File: config.mk
export PLATFORM = sky130hd
export DESIGN_NAME = pmod_led_sched
export DESIGN_NICKNAME = d
export VERILOG_FILES = /design/src/rtl/pmod_led_sched.sv
export SDC_FILE = /design/constraint.sdc
export NUM_CORES = 1
export LEC_CHECK = 0
export BUFFER_PORTS_ARGS = -buffer_cell sky130_fd_sc_hd__buf_2
export CORE_MARGIN = 1.5
export CORE_UTILIZATION = 30
export CTS_CLUSTER_DIAMETER = 120
export DETAILED_ROUTE_END_ITERATION = 16
export HOLD_SLACK_MARGIN = 0.02
export PLACE_DENSITY = 0.56
export SYNTH_ARGS = -nofsm -noshare
export SYNTH_HDL_FRONTEND = slang
export SYNTH_SLANG_ARGS = --single-unit
export TNS_END_PERCENT = 10
File: constraint.sdc
create_clock -name clk -period 3.42 [get_ports clk]
set_input_delay 0.684 -clock clk [delete_from_list [all_inputs] [get_ports clk]]
set_output_delay 0.684 -clock clk [all_outputs]
set_load 0.01 [all_outputs]
File: src/rtl/pmod_led_sched.sv
// -----------------------------------------------------------------------------
// pmod_led_sched
//
// Time-slot scheduler for PMOD LED banks. Up to three requesters each offer an
// 8-bit LED pattern. While idle, a round-robin arbiter grants one requester in
// the same cycle. The granted pattern owns the LEDs for SLOT_MS milliseconds
// and rotates left by one bit every STEP_MS milliseconds. The scheduler then
// returns to idle for at least one blank cycle before the next grant.
//
// Ports
//   clk          single clock, rising edge
//   rst          asynchronous active-high reset
//   req_valid    [2:0]  request strobe per requester
//   req_pattern  [23:0] pattern per requester, requester i on [8i+7:8i]
//   req_ready    [2:0]  one-hot (or zero) grant, combinational, idle only
//   pmod_io      [pmod_num*8-1:0] active-low LED drive, every bank = ~pat
//   busy         high while a slot is being shown
//   owner        [1:0]  current owner index, 3 when idle
// -----------------------------------------------------------------------------
module pmod_led_sched #(
   parameter int frequency = 50_000_000,
   parameter int count_ms  = frequency / 1000,
   parameter int STEP_MS   = 200,
   parameter int SLOT_MS   = 1000,
   parameter int pmod_num  = 3
) (
   input  logic                    clk,
   input  logic                    rst,
   input  logic [2:0]              req_valid,
   input  logic [23:0]             req_pattern,
   output logic [2:0]              req_ready,
   output logic [pmod_num*8-1:0]   pmod_io,
   output logic                    busy,
   output logic [1:0]              owner
);

   localparam int STEP_CYC   = STEP_MS * count_ms;
   localparam int SLOT_STEPS = SLOT_MS / STEP_MS;
   localparam int STEP_W     = (STEP_CYC > 1)   ? $clog2(STEP_CYC)   : 1;
   localparam int SLOT_W     = (SLOT_STEPS > 1) ? $clog2(SLOT_STEPS) : 1;
   localparam logic [STEP_W-1:0] STEP_LAST = STEP_W'(STEP_CYC - 1);
   localparam logic [SLOT_W-1:0] SLOT_LAST = SLOT_W'(SLOT_STEPS - 1);

   typedef enum logic {IDLE = 1'b0, SHOW = 1'b1} state_t;

   state_t                  state_q, state_d;
   logic [1:0]              ptr_q, ptr_d;
   logic [7:0]              pat_q, pat_d;
   logic [STEP_W-1:0]       step_q, step_d;
   logic [SLOT_W-1:0]       slot_q, slot_d;
   logic [1:0]              owner_q, owner_d;
   logic                    busy_q, busy_d;
   logic [pmod_num*8-1:0]   pmod_io_q, pmod_io_d;

   // Round-robin search order: ptr, ptr+1, ptr+2 (mod 3).
   logic [1:0] cand [3];
   logic       sel_found;
   logic [1:0] sel_idx;

   genvar gi;
   generate
      for (gi = 0; gi < 3; gi++) begin : g_cand
         logic [2:0] sum_w;
         assign sum_w     = {1'b0, ptr_q} + 3'(gi);
         assign cand[gi]  = (sum_w >= 3'd3) ? 2'(sum_w - 3'd3) : sum_w[1:0];
      end
   endgenerate

   // Walk from the lowest priority candidate upward so the earliest hit wins.
   always_comb begin
      sel_found = 1'b0;
      sel_idx   = 2'd0;
      for (int k = 2; k >= 0; k--) begin
         if (req_valid[cand[k]]) begin
            sel_found = 1'b1;
            sel_idx   = cand[k];
         end
      end
   end

   // Grant is only offered while idle; reset masks it immediately.
   always_comb begin
      req_ready = 3'b000;
      if (!rst && state_q == IDLE && sel_found) begin
         req_ready = 3'b001 << sel_idx;
      end
   end

   always_comb begin
      state_d = state_q;
      ptr_d   = ptr_q;
      pat_d   = pat_q;
      step_d  = step_q;
      slot_d  = slot_q;
      owner_d = owner_q;
      case (state_q)
         IDLE: begin
            if ((req_valid & req_ready) != 3'b000) begin
               state_d = SHOW;
               pat_d   = req_pattern[{sel_idx, 3'b000} +: 8];
               owner_d = sel_idx;
               ptr_d   = (sel_idx == 2'd2) ? 2'd0 : sel_idx + 2'd1;
               step_d  = '0;
               slot_d  = '0;
            end
         end
         SHOW: begin
            if (step_q == STEP_LAST) begin
               step_d = '0;
               pat_d  = {pat_q[6:0], pat_q[7]};
               if (slot_q == SLOT_LAST) begin
                  // Final rotation edge ends the slot.
                  state_d = IDLE;
                  owner_d = 2'd3;
                  slot_d  = '0;
               end else begin
                  slot_d = slot_q + 1'b1;
               end
            end else begin
               step_d = step_q + 1'b1;
            end
         end
         default: state_d = IDLE;
      endcase
      busy_d = (state_d == SHOW);
   end

   // Outputs are computed from the next state so they are registered yet
   // change on the same edge as the state.
   generate
      for (gi = 0; gi < pmod_num; gi++) begin : g_bank
         assign pmod_io_d[8*gi +: 8] = busy_d ? ~pat_d : 8'hFF;
      end
   endgenerate

   always_ff @(posedge clk or posedge rst) begin
      if (rst) begin
         state_q   <= IDLE;
         ptr_q     <= 2'd0;
         pat_q     <= 8'h00;
         step_q    <= '0;
         slot_q    <= '0;
         owner_q   <= 2'd3;
         busy_q    <= 1'b0;
         pmod_io_q <= '1;
      end else begin
         state_q   <= state_d;
         ptr_q     <= ptr_d;
         pat_q     <= pat_d;
         step_q    <= step_d;
         slot_q    <= slot_d;
         owner_q   <= owner_d;
         busy_q    <= busy_d;
         pmod_io_q <= pmod_io_d;
      end
   end

   assign pmod_io = pmod_io_q;
   assign busy    = busy_q;
   assign owner   = owner_q;

endmodule

==> results of run 1 <==
==> cells in the mapped netlist (3+ instances only) <==
| library cell | instances | area share |
|---|---|---|
| a21o_1 | 10 | 0.024 |
| o211ai_1 | 17 | 0.041 |
| dfstp_2 | 10 | 0.084 |
| and3_1 | 5 | 0.010 |
| o21ai_0 | 20 | 0.032 |
| mux2i_1 | 7 | 0.022 |
| nor3_1 | 4 | 0.0064 |
| or3_1 | 5 | 0.010 |
| clkbuf_1 | 7 | 0.0084 |
| a21oi_1 | 21 | 0.034 |
| a22o_1 | 3 | 0.0084 |
| and2_1 | 5 | 0.010 |
| a2bb2oi_1 | 6 | 0.017 |
| o21a_1 | 8 | 0.019 |
| nand4_1 | 11 | 0.022 |
| inv_1 | 14 | 0.017 |
| xnor2_1 | 3 | 0.0084 |
| a31oi_1 | 3 | 0.0060 |
| nand2_1 | 27 | 0.032 |
| buf_2 | 9 | 0.014 |
| nor2_1 | 10 | 0.012 |
| nand3_1 | 21 | 0.034 |
| ha_1 | 6 | 0.024 |
| o2111ai_1 | 9 | 0.025 |
| buf_4 | 17 | 0.041 |
| buf_6 | 3 | 0.011 |
| dfrtp_1 | 38 | 0.30 |
| or2_2 | 3 | 0.0060 |
==> area by class of cell <==
| cell class | instances | area, um2 |
|---|---|---|
| Multi-Input combinational cell | 240 | 1630 |
| Clock inverter | 3 | 42.5 |
| Timing Repair Buffer | 66 | 350 |
| Sequential cell | 48 | 1210 |
| Fill cell | 1089 | 6660 |
| Inverter | 14 | 52.6 |
| Clock buffer | 5 | 68.8 |
| Tap cell | 136 | 170 |
==> metrics by stage <==
stage / utilization / setup slack, ns / hold WS [ns] / power [mW] / instance area, um2
after detailed placement: 0.335 / 0.565 / 0.469 / 0.676 / 3410
after global routing: 0.346 / 0.141 / 0.506 / 1.14 / 3530
after CTS: 0.346 / 0.360 / 0.483 / 1.10 / 3530
final: 0.346 / 0.375 / 0.484 / 1.08 / 3530
after floorplan: - / 0.185 / 0.450 / 0.641 / 3120
after global placement: 0.335 / 0.617 / 0.463 / 0.675 / 3410
==> power breakdown <==
part / internal [mW] / switching (mW) / total, mW
Sequential: 0.573 / 0.00731 / 0.580
Combinational: 0.0317 / 0.0533 / 0.0850
Clock: 0.217 / 0.198 / 0.415
Total: 0.821 / 0.259 / 1.08
==> logic make-up after synthesis <==
| family | after synthesis | share of synthesized area |
|---|---|---|
| buffers and inverters | 50 | 0.0915 |
| adder cells (fa/ha/maj) | 6 | 0.0241 |
| AND/OR/NAND/NOR | 104 | 0.185 |
| multiplexers | 7 | 0.0225 |
| flip-flops | 48 | 0.389 |
| AO/OA/AOI/OAI | 118 | 0.274 |
| XOR/XNOR | 5 | 0.0140 |
==> state kept, by name, indices dropped and copies added, names as in the netlist <==
name     cells
pmod_io      8
owner        2
busy         1
pat_q        8
step_q      24
ptr_q        2
slot_q       3
==> how the worst min path moves through the flow <==
stage                     cells after the start                  start                     to
after detailed placement                      1  slot_q[2]$_DFFE_PP0P_  slot_q[2]$_DFFE_PP0P_
final                                         1  slot_q[2]$_DFFE_PP0P_  slot_q[2]$_DFFE_PP0P_
after global placement                        1  slot_q[2]$_DFFE_PP0P_  slot_q[2]$_DFFE_PP0P_
after global routing                          1  slot_q[2]$_DFFE_PP0P_  slot_q[2]$_DFFE_PP0P_
after CTS                                     1  slot_q[2]$_DFFE_PP0P_  slot_q[2]$_DFFE_PP0P_
after floorplan                               1  slot_q[2]$_DFFE_PP0P_  slot_q[2]$_DFFE_PP0P_
==> per-layer routing <==
layer / vias to the layer above / part of all wire
met2: 67 / 0.45
met5: - / 0
met4: 0 / 0.012
met1: 1324 / 0.50
li1: 1327 / -
met3: 7 / 0.036
==> summary.txt, run 1 <==
crit path max fanout -> 13
Syn-to-layout area delta -> 13.0%
initial antenna violation count -> 0
CP max stage cell -> a31oi_1
final RePlAce weighted congestion -> 0.887
Worst R2R Setup Slack -> 0.97 ns
Synth async-reset ratio -> 1.00
final WL -> 7450 um
Vias -> 2725
Starting Density -> 0.306
Static Leak -> 1.48 nW
met2 GRT Util -> 0.209
Synthesized Nets -> 373
worst-margin pin slew -> 0.804 ns
worst path buffer plus inverter count -> 2
num rows -> 37
critical path capture point type -> output pin
CTS Hold Buffers Added -> 0
Setup Buffers After CTS -> 0
Num CTS Buffers -> 5
Synth Register Bits -> 48
Yosys warnings -> 0
Req. time, crit path -> 2.74 ns
GRT overflow -> 0
placed cells -> 504
Final period util -> 0.890
fin cells -> 512
HP Class -> flip-flop to flip-flop
RSZ-0062 raised after global routing -> false
# setup viols final -> 0
commonest non-fill, non-tap cell in the layout -> buf_2
Die Y -> 105 um
largest net degree at the start of global routing -> 49
IO buf count -> 58
most frequent cells in the layout -> buf_2, dfrtp_1, nand2_1
clock buffer depth -> 2
post-synthesis cell count -> 338
first-pass GRT wire length -> 12500 um
synthesized area -> 3120 um2
diode count -> 0
Top Ports -> 59
Clock Latency Late Sink -> 0.30 ns
ys flop type -> dfrtp_1
drt initial violations -> 112
GR Util met1 -> 0.201
Clk pin slew, worst setup/hold paths -> 0.09 ns
total clock sinks -> 48
Crit path depth -> 8
Wirelength per Cell -> 14.5 um
startpoint types -> flip-flop
layer with the highest usage -> met2
layout cells sized above 1 -> 0.271
Root Buffer -> clkbuf_8
R2R depth -> 8
Post-synth EDFFs -> 0
crit-path leading delay family -> compound AO/OA/AOI/OAI gates
CTS tree -> done
die area -> 11000 um2
Setup TNS Final -> 0 ns
CTS resizes -> 0
global-route total usage across every layer -> 0.138
Max Cap Viol -> 0
Mean Syn Cell Area -> 9.23 um2
Nets -> 410
Setup CP Type -> flip-flop to output pin
Cell Pwr Density -> 306 nW/um2
max-slew violations -> 0
Tmin final -> 3.04 ns
CORE AREA -> 10200 um2
Clock Skews -> 0.00805 ns
Seq/Total Area, Yosys -> 0.389
RR Startpoint -> ptr_q[1]$_DFFE_PP0P_
CP peak stage delay -> 0.69 ns
met3 Track Usage GR -> 0.0206
critical path endpoint -> req_ready[0]
antenna viol nets, final -> 0
fmax -> 328 MHz
Hold Vio Cnt, Final -> 0
slew margin rel. -> 0.462
chip width -> 105 um
DRC viols -> 0
worst setup path start -> ptr_q[0]$_DFFE_PP0P_
Vias per Instance -> 5.32
Synth cell types -> 58
CTS H-tree lvls -> 2
vias in the first global route -> 2516
Detailed Place HPWL -> 5210 um
peak supply drop -> 0.132 mV
status -> completed
cells along the critical path -> inv_1 > ha_1 > nand2_1 > a31oi_1 > nor2_1 > nand2_1 > nor2_1 > buf_2
First-pass DRT Iterations -> 6
Worst Path Arrival -> 2.36 ns
end of the worst register-to-register path -> pmod_io[15]$_DFF_PP1_
Power figures use the tool's default switching activity.
==> run 2, diff against run 1 <==
--- a/config.mk
+++ b/config.mk
@@ -6,12 +6,15 @@
 export NUM_CORES = 1
 export LEC_CHECK = 0
 export BUFFER_PORTS_ARGS = -buffer_cell sky130_fd_sc_hd__buf_2
+export CELL_PAD_IN_SITES_DETAIL_PLACEMENT = 1
+export CELL_PAD_IN_SITES_GLOBAL_PLACEMENT = 2
+export CORE_ASPECT_RATIO = 0.5
 export CORE_MARGIN = 1.5
 export CORE_UTILIZATION = 30
 export CTS_CLUSTER_DIAMETER = 120
 export DETAILED_ROUTE_END_ITERATION = 16
 export HOLD_SLACK_MARGIN = 0.02
-export PLACE_DENSITY = 0.56
+export PLACE_DENSITY = 0.8
 export SYNTH_ARGS = -nofsm -noshare
 export SYNTH_HDL_FRONTEND = slang
 export SYNTH_SLANG_ARGS = --single-unit
==> run 2 against run 1 <==
Compared with the run above: core utilization grew 0.69 points; cell count grew 1.4%; highest routed layer unchanged; count of clock-buffer cells in the layout up 1; design area rose by 1.6%.
==> summary.txt, run 2 (synthesized netlist as in run 1, its figures left out) <==
# setup viols final -> 0
Final period util -> 0.862
Hold Vio Cnt, Final -> 0
final WL -> 8260 um
Setup Buffers After CTS -> 0
Max Cap Viol -> 0
final instance area -> 3580 um2
Clock Skews -> 0.00836 ns
max-slew violations -> 0
Filler Cells Inserted -> 1219
cells along the critical path -> inv_1 > ha_1 > nor2b_1 > o2111a_1 > nor2_1 > nand2_1 > nor2_1 > buf_2
first-pass GRT wire length -> 13900 um
CP max stage cell -> ha_1
crit-path leading delay family -> simple AND/OR/NAND/NOR gates
placed cells -> 511
Reg area -> 1210 um2
critical path capture point type -> output pin
clock buffer depth -> 2
Vias per Instance -> 5.18
final RePlAce weighted congestion -> 0.767
most flop-heavy register -> step_q
commonest non-fill, non-tap cell in the layout -> buf_2
die area -> 11100 um2
Worst Path Arrival -> 2.26 ns
Nets -> 413
slew margin rel. -> 0.406
Syn-to-layout area delta -> 14.9%
status -> completed
Clk pin slew, worst setup/hold paths -> 0.07 ns
final hold slack -> 0.484 ns
CP dominant cell by count -> nor2_1
Wirelength per Cell -> 15.9 um
CTS H-tree lvls -> 2
drt initial violations -> 184
Crit path depth -> 8
multi-input gate area in the final layout -> 1630 um2
worst path buffer plus inverter count -> 2
fmax -> 339 MHz
layout cells sized above 1 -> 0.274
worst-margin pin slew -> 0.884 ns
Setup TNS Final -> 0 ns
Pwr Total -> 1.16 mW
GRT overflow -> 0
Root Buffer -> clkbuf_16
fin cells -> 519
crit path max fanout -> 10
startpoint types -> flip-flop
Cell Pwr Density -> 323 nW/um2
CTS Hold Buffers Added -> 0
DRC viols -> 0
total clock sinks -> 48
CTS tree -> done
Req. time, crit path -> 2.74 ns
R2R depth -> 8
IO buf count -> 58
Setup CP Type -> flip-flop to output pin
Hold Path Cell Cnt -> 1
Num CTS Buffers -> 5
Die Y -> 75.1 um
chip width -> 147 um
Starting Density -> 0.307
max reg flops -> 24
Clock Latency Late Sink -> 0.30 ns
antenna viol nets, final -> 0
num rows -> 26
Static Leak -> 1.50 nW
pre-CTS setup slack -> 0.780 ns
CP peak stage delay -> 0.43 ns
First-pass DRT Iterations -> 4
HP Class -> flip-flop to flip-flop
RSZ-0062 raised after global routing -> false
Top Ports -> 59
Layout Utilization -> 0.353
Tmin final -> 2.95 ns
global-route total usage across every layer -> 0.160
most frequent cells in the layout -> buf_2, dfrtp_1, nand2_1
CTS resizes -> 0
vias in the first global route -> 2603
diode count -> 0
largest net degree at the start of global routing -> 49
Placed Area -> 3440 um2
initial antenna violation count -> 0
peak supply drop -> 0.169 mV
Vias -> 2688
Detailed Place HPWL -> 5890 um
CORE AREA -> 10100 um2
Final WS setup -> 0.473 ns
## run 2: path summary, 6_finish.rpt
path / start / end / slack [ns]
max: ptr_q[0]$_DFFE_PP0P_ / req_ready[0] / 0.47
min: slot_q[2]$_DFFE_PP0P_ / slot_q[2]$_DFFE_PP0P_ / 0.48
max reg2reg: ptr_q[1]$_DFFE_PP0P_ / pmod_io[20]$_DFF_PP1_ / 0.96
min reg2reg: slot_q[2]$_DFFE_PP0P_ / slot_q[2]$_DFFE_PP0P_ / 0.48
max in group asynchronous: rst / pat_q[6]$_DFF_PP0_ / 2.37
min in group asynchronous: rst / ptr_q[0]$_DFFE_PP0P_ / 0.60
## run 2: power breakdown
part	switching [mW]	total [mW]	internal [mW]	leakage, nW
clock	0.224	0.495	0.271	0.0669
sequential	0.00762	0.581	0.573	0.531
combinational	0.0518	0.0834	0.0316	0.907
total	0.283	1.16	0.875	1.50
## run 2: metal layers
| metal | track usage | vias to the layer above | share of wire |
|---|---|---|---|
| li1 | - | 1325 | - |
| met1 | 0.228 | 1317 | 0.51 |
| met2 | 0.254 | 38 | 0.45 |
| met3 | 0.0291 | 8 | 0.027 |
| met4 | 0.0367 | 0 | 0.0074 |
| met5 | 0 | - | 0 |
## run 2: final cells by class
| class | instances | area share |
|---|---|---|
| Multi-Input combinational cell | 240 | 0.454 |
| Sequential cell | 48 | 0.339 |
| Timing Repair Buffer | 69 | 0.104 |
| Tap cell | 140 | 0.0489 |
| Clock buffer | 6 | 0.0360 |
| Inverter | 14 | 0.0147 |
| Clock inverter | 2 | 0.00349 |
==> run 3, diff against run 2 <==
==> constraint.sdc (replaced) <==
create_clock -name clk -period 3.42 [get_ports clk]
set_input_delay 0.171 -clock clk [delete_from_list [all_inputs] [get_ports clk]]
set_output_delay 0.171 -clock clk [all_outputs]
set_load 0.01 [all_outputs]
==> run 3 against run 2 <==
Compared with the run above: flip-flop and latch count unchanged; cell count decreased by 0.58%; non-clock buffer count decreased by 3; design area increased by 0.45%; worst hold slack got worse by 0.23 ns; critical endpoint is now req_ready[1]; highest routed layer unchanged.
==> summary.txt, run 3 (synthesized netlist as in run 1, its figures left out) <==
status -> completed
Vias per Instance -> 5.25
Starting Density -> 0.307
layout cells sized above 1 -> 0.269
Nets -> 410
drt initial violations -> 169
final WL -> 8240 um
commonest non-fill, non-tap cell in the layout -> buf_2
clock network fraction of total power -> 0.471
CTS tree -> done
antenna viol nets, final -> 0
Tmin final -> 2.68 ns
Static Leak -> 1.51 nW
num rows -> 26
slew margin rel. -> 0.194
Detailed Place HPWL -> 5830 um
Max Cap Viol -> 0
fmax -> 373 MHz
most flop-heavy register -> step_q
startpoint types -> flip-flop
crit path max fanout -> 38
Vias -> 2710
Setup TNS Final -> 0 ns
vias in the first global route -> 2687
final hold slack -> 0.253 ns
final RePlAce weighted congestion -> 0.740
Wirelength per Cell -> 16.0 um
max reg flops -> 24
Final period util -> 0.783
first-pass GRT wire length -> 13900 um
die area -> 11100 um2
largest net degree at the start of global routing -> 47
Num CTS Buffers -> 5
Top Ports -> 59
diode count -> 0
multi-input gate area in the final layout -> 1630 um2
CORE AREA -> 10100 um2
Sw Share -> 0.227
Setup CP Type -> flip-flop to output pin
Worst Path Arrival -> 2.51 ns
critical path capture point type -> output pin
peak supply drop -> 0.180 mV
HP Class -> input port to flip-flop
RSZ-0062 raised after global routing -> false
GRT overflow -> 0
Req. time, crit path -> 3.25 ns
Switch Pwr -> 0.285 mW
Setup Buffers After CTS -> 0
Die Y -> 75.1 um
First-pass DRT Iterations -> 5
Filler Cells Inserted -> 1215
clock buffer depth -> 2
Int Pwr -> 0.972 mW
chip width -> 147 um
Cell Pwr Density -> 349 nW/um2
CTS resizes -> 0
worst-margin pin slew -> 1.21 ns
IO buf count -> 58
global-route total usage across every layer -> 0.159
Clock Latency Late Sink -> 0.30 ns
Root Buffer -> clkbuf_16
# setup viols final -> 0
Clock Skews -> 0.0110 ns
initial antenna violation count -> 0
Reg area -> 1210 um2
total clock sinks -> 48
Syn-to-layout area delta -> 15.4%
CTS H-tree lvls -> 2
max-slew violations -> 0
Clk pin slew, worst setup/hold paths -> 0.07 ns
most frequent cells in the layout -> buf_2, dfrtp_1, nand2_1
Hold Vio Cnt, Final -> 0
CTS Hold Buffers Added -> 1
Flop pwr share -> 0.462
Logic pwr share -> 0.067
DRC viols -> 0
[run 3: worst paths after layout]
| path | from | end | cells after the start | slack (ns) |
|---|---|---|---|---|
| hold / removal | req_pattern[17] | pmod_io[17]$_DFF_PP1_ | 4 | 0.25 |
| max in group asynchronous | rst | step_q[13]$_DFFE_PP0P_ | 4 | 2.32 |
| setup reg to reg | step_q[0]$_DFFE_PP0P_ | step_q[9]$_DFFE_PP0P_ | 6 | 0.85 |
| min in group asynchronous | rst | ptr_q[0]$_DFFE_PP0P_ | 3 | 0.30 |
| hold reg to reg | slot_q[2]$_DFFE_PP0P_ | slot_q[2]$_DFFE_PP0P_ | 1 | 0.48 |
| setup / recovery | ptr_q[0]$_DFFE_PP0P_ | req_ready[1] | 8 | 0.74 |
[run 3: metrics by stage]
stage / worst slack, ns / cell area (um2) / std cells / utilization / total power, mW
after global placement: 0.916 / 3410 / 507 / 0.336 / 0.675
final: 0.741 / 3600 / 516 / 0.355 / 1.26
after CTS: 0.733 / 3600 / 516 / 0.355 / 1.27
after global routing: 0.501 / 3600 / 516 / 0.355 / 1.30
after detailed placement: 0.873 / 3410 / 507 / 0.336 / 0.675
after floorplan: 1.21 / 3120 / 338 / - / 0.641
[run 3: layout make-up]
cell class                 instances  share of cell area
multi-input combinational        240               0.452
sequential                        48               0.337
timing repair buffer              66              0.0980
tap                              140              0.0487
clock buffer                       6              0.0386
inverter                          14              0.0146
clock inverter                     2              0.0108
[run 3: power groups by stage]
stage / combinational, mW / clock, mW / sequential [mW]
floorplan: 0.0528 / 0 / 0.588
global placement: 0.0842 / 0 / 0.591
detailed placement: 0.0844 / 0 / 0.591
CTS: 0.0859 / 0.608 / 0.580
global route: 0.0963 / 0.626 / 0.581
finish: 0.0844 / 0.592 / 0.581
[run 3: critical path, cell delays in order, from the launching register on]
cell and delay, ns:
dfrtp_1 0.39, inv_1 0.08, ha_1 0.41, a221o_1 0.30
a21o_1 0.19, a32oi_2 0.15, buf_4 0.39, nor2_1 0.13
buf_2 0.16
[run 3: routing by layer]
layer | global-route usage | part of all wire | up-vias
met1 | 0.218 | 0.52 | 1337
met4 | 0.0467 | 0.012 | 0
met5 | 0 | 0 | -
met2 | 0.259 | 0.44 | 47
met3 | 0.0285 | 0.029 | 8
li1 | - | - | 1318
